==> config.mk <==
export PLATFORM = sky130hd
export DESIGN_NAME = jpeg_fb_writer
export DESIGN_NICKNAME = d
export VERILOG_FILES = /design/src/rtl/jpeg_fb_writer_pkg.sv /design/src/rtl/jpeg_fb_writer_fifo.sv /design/src/rtl/jpeg_fb_writer.sv
export SDC_FILE = /design/constraint.sdc
export NUM_CORES = 2
export LEC_CHECK = 0
export BUFFER_PORTS_ARGS = -buffer_cell sky130_fd_sc_hd__buf_2
export CAP_MARGIN = 20
export CORE_ASPECT_RATIO = 0.75
export CORE_UTILIZATION = 47
export CTS_CLUSTER_SIZE = 8
export DETAILED_ROUTE_END_ITERATION = 10
export GPL_ROUTABILITY_DRIVEN = 0
export SYNTH_ARGS = -nofsm -noshare
export SYNTH_HDL_FRONTEND = slang
export SYNTH_SLANG_ARGS = --single-unit
==> constraint.sdc <==
create_clock -name clk_i -period 40.8 [get_ports clk_i]
set_input_delay 8.16 -clock clk_i [delete_from_list [all_inputs] [get_ports clk_i]]
set_output_delay 8.16 -clock clk_i [all_outputs]
set_load 0.05 [all_outputs]
==> src/rtl/jpeg_fb_writer_pkg.sv <==
// Shared definitions for the JPEG framebuffer writer: write-request layout,
// byte-strobe constants and the RGB565 packer.
package jpeg_fb_writer_pkg;

  localparam logic [3:0] STRB_LO  = 4'h3;
  localparam logic [3:0] STRB_HI  = 4'hC;
  localparam logic [3:0] STRB_ALL = 4'hF;

  // 'last' marks the final memory write of a frame
  typedef struct packed {
    logic        last;
    logic [31:0] addr;
    logic [31:0] data;
    logic [3:0]  strb;
  } wr_req_t;

  function automatic logic [15:0] rgb565(input logic [7:0] r,
                                         input logic [7:0] g,
                                         input logic [7:0] b);
    return {r[7:3], g[7:2], b[7:3]};
  endfunction

  function automatic wr_req_t lo_req(input logic [29:0] waddr,
                                     input logic [15:0] pix);
    wr_req_t r;
    r.last = 1'b0;
    r.addr = {waddr, 2'b00};
    r.data = {16'h0000, pix};
    r.strb = STRB_LO;
    return r;
  endfunction

endpackage

==> src/rtl/jpeg_fb_writer_fifo.sv <==
// Show-ahead write-request FIFO; accepts up to two pushes and one pop per cycle.
module jpeg_fb_fifo
  import jpeg_fb_writer_pkg::*;
#(
  parameter int unsigned DEPTH = 4
) (
  input  logic                     clk_i,
  input  logic                     rst_i,
  input  logic [1:0]               push_cnt_i,
  input  wr_req_t                  push0_i,
  input  wr_req_t                  push1_i,
  input  logic                     pop_i,
  output wr_req_t                  head_o,
  output logic [$clog2(DEPTH):0]   count_o,
  output logic                     full_o,
  output logic                     empty_o
);

  localparam int unsigned AW = $clog2(DEPTH);
  localparam int unsigned CW = AW + 1;

  wr_req_t         mem_q [DEPTH];
  logic [AW-1:0]   wr_ptr_q;
  logic [AW-1:0]   rd_ptr_q;
  logic [CW-1:0]   count_q;
  logic [AW-1:0]   wr_ptr_nxt;
  logic            pop_ok;

  assign empty_o    = (count_q == '0);
  assign full_o     = (count_q == CW'(DEPTH));
  assign count_o    = count_q;
  assign head_o     = mem_q[rd_ptr_q];
  assign pop_ok     = pop_i && !empty_o;
  assign wr_ptr_nxt = wr_ptr_q + AW'(1);

  // Space is guaranteed by the producer, so pushes are never refused here.
  always_ff @(posedge clk_i or posedge rst_i) begin
    if (rst_i) begin
      wr_ptr_q <= '0;
      rd_ptr_q <= '0;
      count_q  <= '0;
      for (int unsigned i = 0; i < DEPTH; i++) begin
        mem_q[i] <= '0;
      end
    end else begin
      if (push_cnt_i != 2'd0) begin
        mem_q[wr_ptr_q] <= push0_i;
      end
      if (push_cnt_i == 2'd2) begin
        mem_q[wr_ptr_nxt] <= push1_i;
      end
      wr_ptr_q <= wr_ptr_q + AW'(push_cnt_i);
      rd_ptr_q <= rd_ptr_q + AW'(pop_ok);
      count_q  <= count_q + CW'(push_cnt_i) - CW'(pop_ok);
    end
  end

endmodule

==> src/rtl/jpeg_fb_writer.sv <==
// Framebuffer writer: RGB888 pixels -> RGB565, pair-merged 32-bit strobed
// writes through a small FIFO, with end-of-frame tracking.
module jpeg_fb_writer
  import jpeg_fb_writer_pkg::*;
#(
  parameter int unsigned FIFO_DEPTH = 4
) (
  input  logic        clk_i,
  input  logic        rst_i,
  input  logic [31:0] cfg_base_i,
  input  logic [15:0] cfg_stride_i,
  input  logic        inport_valid_i,
  input  logic [15:0] inport_width_i,
  input  logic [15:0] inport_height_i,
  input  logic [15:0] inport_pixel_x_i,
  input  logic [15:0] inport_pixel_y_i,
  input  logic [7:0]  inport_pixel_r_i,
  input  logic [7:0]  inport_pixel_g_i,
  input  logic [7:0]  inport_pixel_b_i,
  output logic        inport_accept_o,
  output logic        mem_valid_o,
  output logic [31:0] mem_addr_o,
  output logic [31:0] mem_data_o,
  output logic [3:0]  mem_strb_o,
  input  logic        mem_accept_i,
  output logic        frame_done_o,
  output logic        busy_o
);

  localparam int unsigned CW = $clog2(FIFO_DEPTH) + 1;

  logic [CW-1:0] fifo_count;
  logic [CW-1:0] fifo_free;
  logic          fifo_full;
  logic          fifo_empty;
  logic          fifo_pop;
  wr_req_t       fifo_head;
  logic [1:0]    push_cnt;
  wr_req_t       push0;
  wr_req_t       push1;

  logic          s1_valid_q;
  logic          s1_odd_q;
  logic          s1_last_q;
  logic [29:0]   s1_waddr_q;
  logic [15:0]   s1_pix_q;
  logic [31:0]   pix_cnt_q;
  logic [31:0]   base_q;
  logic [15:0]   stride_q;

  logic          hold_valid_q, hold_valid_d;
  logic [29:0]   hold_waddr_q, hold_waddr_d;
  logic [15:0]   hold_pix_q,   hold_pix_d;
  logic          hold_match;

  logic          s1_adv;
  logic          pix_acc;
  logic          first_px;
  logic          px_last;
  logic [31:0]   base_sel;
  logic [15:0]   stride_sel;
  logic [31:0]   line_off;
  logic [31:0]   byte_addr;
  logic [31:0]   frame_px;

  logic          pre_en, main_en, tail_en;
  wr_req_t       pre_req, main_req, tail_req;

  logic          unused_bits;

  // Free space uses the registered count only; a concurrent pop is not credited.
  assign fifo_free       = CW'(FIFO_DEPTH) - fifo_count;
  assign s1_adv          = s1_valid_q && (fifo_free >= CW'(2));
  assign inport_accept_o = !s1_valid_q || s1_adv;
  assign pix_acc         = inport_valid_i && inport_accept_o;

  assign first_px   = (pix_cnt_q == '0);
  assign base_sel   = first_px ? cfg_base_i   : base_q;
  assign stride_sel = first_px ? cfg_stride_i : stride_q;
  assign line_off   = {16'h0000, inport_pixel_y_i} * {16'h0000, stride_sel};
  assign byte_addr  = base_sel + line_off + {15'h0000, inport_pixel_x_i, 1'b0};
  assign frame_px   = {16'h0000, inport_width_i} * {16'h0000, inport_height_i};
  assign px_last    = (frame_px != '0) && ((pix_cnt_q + 32'd1) == frame_px);

  always_ff @(posedge clk_i or posedge rst_i) begin
    if (rst_i) begin
      s1_valid_q <= 1'b0;
      s1_odd_q   <= 1'b0;
      s1_last_q  <= 1'b0;
      s1_waddr_q <= '0;
      s1_pix_q   <= '0;
      pix_cnt_q  <= '0;
      base_q     <= '0;
      stride_q   <= '0;
    end else begin
      if (pix_acc) begin
        s1_valid_q <= 1'b1;
        s1_odd_q   <= inport_pixel_x_i[0];
        s1_last_q  <= px_last;
        s1_waddr_q <= byte_addr[31:2];
        s1_pix_q   <= rgb565(inport_pixel_r_i, inport_pixel_g_i, inport_pixel_b_i);
        pix_cnt_q  <= px_last ? '0 : pix_cnt_q + 32'd1;
        if (first_px) begin
          base_q   <= cfg_base_i;
          stride_q <= cfg_stride_i;
        end
      end else if (s1_adv) begin
        s1_valid_q <= 1'b0;
      end
    end
  end

  assign hold_match = hold_valid_q && (hold_waddr_q == s1_waddr_q);

  // Up to three candidate writes in order: stale hold, the pixel itself, and a
  // frame-end flush. Main and tail are mutually exclusive, so at most two fire.
  always_comb begin
    hold_valid_d = hold_valid_q;
    hold_waddr_d = hold_waddr_q;
    hold_pix_d   = hold_pix_q;
    pre_en       = 1'b0;
    main_en      = 1'b0;
    tail_en      = 1'b0;
    pre_req      = '0;
    main_req     = '0;
    tail_req     = '0;
    if (s1_adv) begin
      if (hold_valid_q && !(s1_odd_q && hold_match)) begin
        pre_en       = 1'b1;
        pre_req      = lo_req(hold_waddr_q, hold_pix_q);
        hold_valid_d = 1'b0;
      end
      if (s1_odd_q) begin
        main_en       = 1'b1;
        main_req.addr = {s1_waddr_q, 2'b00};
        main_req.data = {s1_pix_q, hold_match ? hold_pix_q : 16'h0000};
        main_req.strb = hold_match ? STRB_ALL : STRB_HI;
        hold_valid_d  = 1'b0;
      end else begin
        hold_valid_d = 1'b1;
        hold_waddr_d = s1_waddr_q;
        hold_pix_d   = s1_pix_q;
      end
      if (s1_last_q && hold_valid_d) begin
        tail_en      = 1'b1;
        tail_req     = lo_req(hold_waddr_d, hold_pix_d);
        hold_valid_d = 1'b0;
      end
    end
  end

  always_comb begin
    push_cnt = 2'(pre_en) + 2'(main_en) + 2'(tail_en);
    push0    = pre_en ? pre_req : (main_en ? main_req : tail_req);
    push1    = main_en ? main_req : tail_req;
    if (s1_adv && s1_last_q) begin
      if (push_cnt == 2'd2) begin
        push1.last = 1'b1;
      end else begin
        push0.last = 1'b1;
      end
    end
  end

  always_ff @(posedge clk_i or posedge rst_i) begin
    if (rst_i) begin
      hold_valid_q <= 1'b0;
      hold_waddr_q <= '0;
      hold_pix_q   <= '0;
    end else begin
      hold_valid_q <= hold_valid_d;
      hold_waddr_q <= hold_waddr_d;
      hold_pix_q   <= hold_pix_d;
    end
  end

  jpeg_fb_fifo #(
    .DEPTH(FIFO_DEPTH)
  ) u_fifo (
    .clk_i      (clk_i),
    .rst_i      (rst_i),
    .push_cnt_i (push_cnt),
    .push0_i    (push0),
    .push1_i    (push1),
    .pop_i      (fifo_pop),
    .head_o     (fifo_head),
    .count_o    (fifo_count),
    .full_o     (fifo_full),
    .empty_o    (fifo_empty)
  );

  assign fifo_pop     = !fifo_empty && mem_accept_i;
  assign mem_valid_o  = !fifo_empty;
  assign mem_addr_o   = fifo_empty ? '0 : fifo_head.addr;
  assign mem_data_o   = fifo_empty ? '0 : fifo_head.data;
  assign mem_strb_o   = fifo_empty ? '0 : fifo_head.strb;
  assign frame_done_o = fifo_pop && fifo_head.last;

  // Busy drops in the very cycle the last queued write is taken.
  assign busy_o = s1_valid_q || hold_valid_q || (fifo_count > CW'(1)) ||
                  ((fifo_count == CW'(1)) && !fifo_pop);

  assign unused_bits = ^{byte_addr[1:0], fifo_full};

endmodule
==> run metrics <==
detailed placement HPWL=about 80 mm; Post-synth EDFFs=0; Total Power=approximately 4 mW; Synth warnings=0; setup tns final=0 ps; Max Fclk=approximately 0.057 GHz; Startpoint Class=primary input; gr ovfl total=0; RSZ-0062 raised after global routing=false; Initial Util=between 40% and 50%; Synth Flop Type=dfrtp_1; minimum clock period=17,490 ps; 1st-iter DRT viols=roughly 2,700; Die Wd=349 um; status=complete, no violations; gr usage total=roughly 27%; die area=approximately 91,000 um2; leak pwr=about 21 nW; Port Buffer Count=203; Setup-failing EPs final=0; final WL=about 120 mm; Hold WC Path Type=flop to flop; Seq/Total Area, Yosys=between 20% and 30%; final hold vios=0; via density per instance=roughly 5.7; Post-Synthesis Cells=~4,500; drt drc=0; cts repair resizes=0; syn avg cell area=~9.4 um2; root buffer cell=clkbuf_16; Final Non-Filler Cells=roughly 5,700; P&R area growth vs syn=8.80%; total clock sinks=around 460; layout cells sized above 1=a little under an eighth; I/O Pins=between 200 and 250; Cells after DPL=5,643; Async S/R FF share, synth=100%; via count=approximately 33,000; max_slew headroom=between 20 and 30%; FILL cells=8,221; Netlist Area Pre-Place=42,300 um2; post-route ant nets=0; Pwr Density=87.0 nW/um2; critical path required time=roughly 33,000 ps; Worst setup EP type=primary output; most frequent cells in the layout=nand2_1 (717), inv_1 (560), dfrtp_1 (457); Skew-Pair Late Insertion Delay=between 600 and 700 ps; maximum vdd drop=~0.16 mV; fin crit share=42.9%; Die H=roughly 260 um; area of the multi-input gates=27,800 um2; Layout Nets=5,301; Reg area=between 10,000 and 15,000 um2; initial antenna violation count=0; skew final=approximately 34 ps; Max-Cap Viols=0; commonest non-fill, non-tap cell in the layout=nand2_1; first-pass GRT wire length=between 150 and 200 mm; CTS tree=yes; total CTS buffers=68; Max Slew Vio Count=0; Reg clk slew, reported paths=roughly 50 ps; arrival time worst endpoint=about 9300 ps; vias in the first global route=33,900; CP Max Fanout=4; Seq cells post-synth=approximately 460; syn_nets=around 5,300; # hold bufs at CTS=0; Yosys cell types=83; Setup CP Type=primary input to primary output; largest net degree at the start of global routing=163; Slew @ Worst Pin=about 1100 ps; Core ar.=between 80,000 and 90,000 um2; WL/cell=~21 um; # rows=94; Post-CTS Setup Bufs=0; H-tree Lvls=3; maximum root-to-sink buffer count=3; Initial DRT Pass Iterations=6
[path summary, 6_finish.rpt]
| check | start | endpoint | slack (ps) | depth (start not counted) |
|---|---|---|---|---|
| setup / recovery | mem_accept_i | busy_o | 23310 | 5 |
| hold / removal | base_q[25] | base_q[25] | 470 | 2 |
| setup reg to reg | pix_cnt_q[21] | s1_waddr_q[28] | 30620 | 29 |
| hold reg to reg | base_q[25] | base_q[25] | 470 | 2 |
| max in group asynchronous | rst_i | u_fifo.rd_ptr_q[0] | 30140 | 5 |
| min in group asynchronous | rst_i | s1_pix_q[10] | 7700 | 2 |
[where the power goes]
group	switching [mW]	internal (mW)	total (mW)	leakage, nW
clock network	0.216	0.306	0.521	0.921
logic	1.65	1.07	2.72	14.7
registers	0.142	0.623	0.765	5.87
[per-layer routing]
layer	GRT usage, %	up-vias	part of all wire (%)
met1	39.1	16600	46
li1	-	15000	-
met5	0	-	0
met4	6.38	0	2.0
met3	4.77	145	7.1
met2	41.5	1098	44
[synth_stat cells (74+ instances only)]
cell type | number | area share, %
fa_1 | 437 | 21
o21ai_0 | 238 | 2.8
and2_1 | 285 | 4.2
xnor2_1 | 74 | 1.5
inv_1 | 562 | 5.0
nor2_1 | 148 | 1.3
dfrtp_1 | 459 | 27
mux2_2 | 77 | 2.0
clkbuf_1 | 229 | 2.0
ha_1 | 211 | 6.2
o211ai_1 | 131 | 2.3
nand2_1 | 721 | 6.4
[flip-flops by register name (all words and copies together), names as in the netlist]
| register | cells |
|---|---|
| u_fifo.count_o | 3 |
| stride_q | 16 |
| hold_valid_q | 1 |
| s1_last_q | 1 |
| hold_waddr_q | 30 |
| hold_pix_q | 16 |
| s1_pix_q | 16 |
| s1_odd_q | 1 |
| u_fifo.rd_ptr_q | 2 |
| s1_waddr_q | 30 |
| pix_cnt_q | 32 |
| base_q | 32 |
| u_fifo.mem_q | 276 |
| u_fifo.wr_ptr_q | 2 |
| s1_valid_q | 1 |
[logic make-up (layout without fill, tap and decap cells)]
logic type,after synthesis,in the layout,share of synthesized area [%]
AOI/OAI and AO/OA,834,834,13.3
xor gates and xnor gates,126,126,2.88
adders and majority gates,648,648,26.9
buffers and inverters,838,881,7.55
DFF,459,459,27.1
muxes,179,179,6.50
other,0,1,0
and+or+nand+nor,1397,1397,15.7
[worst max-delay path: stages]
cell and delay (ps):
buf_2 90, nor2b_1 310, a21oi_1 110, or4_1 430, buf_2 230
[area by class of cell]
class                      instances  share of cell area, %
multi-input combinational       3184                   60.3
sequential                       459                   25.0
inverter                         562                   4.60
clock buffer                      73                   3.83
tap                             1200                   3.26
timing repair buffer             238                   2.80
clock inverter                     8                  0.264
antenna                            1                0.00543
[stage by stage]
step / utilization, % / hold slack [ps] / instance area (um2) / setup WS (ps)
4_1_cts: 52.1 / 471 / 46000 / 23270
2_1_floorplan: - / 442 / 42300 / 19840
3_3_place_gp: 49.9 / 453 / 44200 / 23290
3_5_place_dp: 49.9 / 459 / 44200 / 23280
5_1_grt: 52.1 / 491 / 46000 / 23250
6_report: 52.1 / 468 / 46000 / 23310
Power figures use the tool's default switching activity.
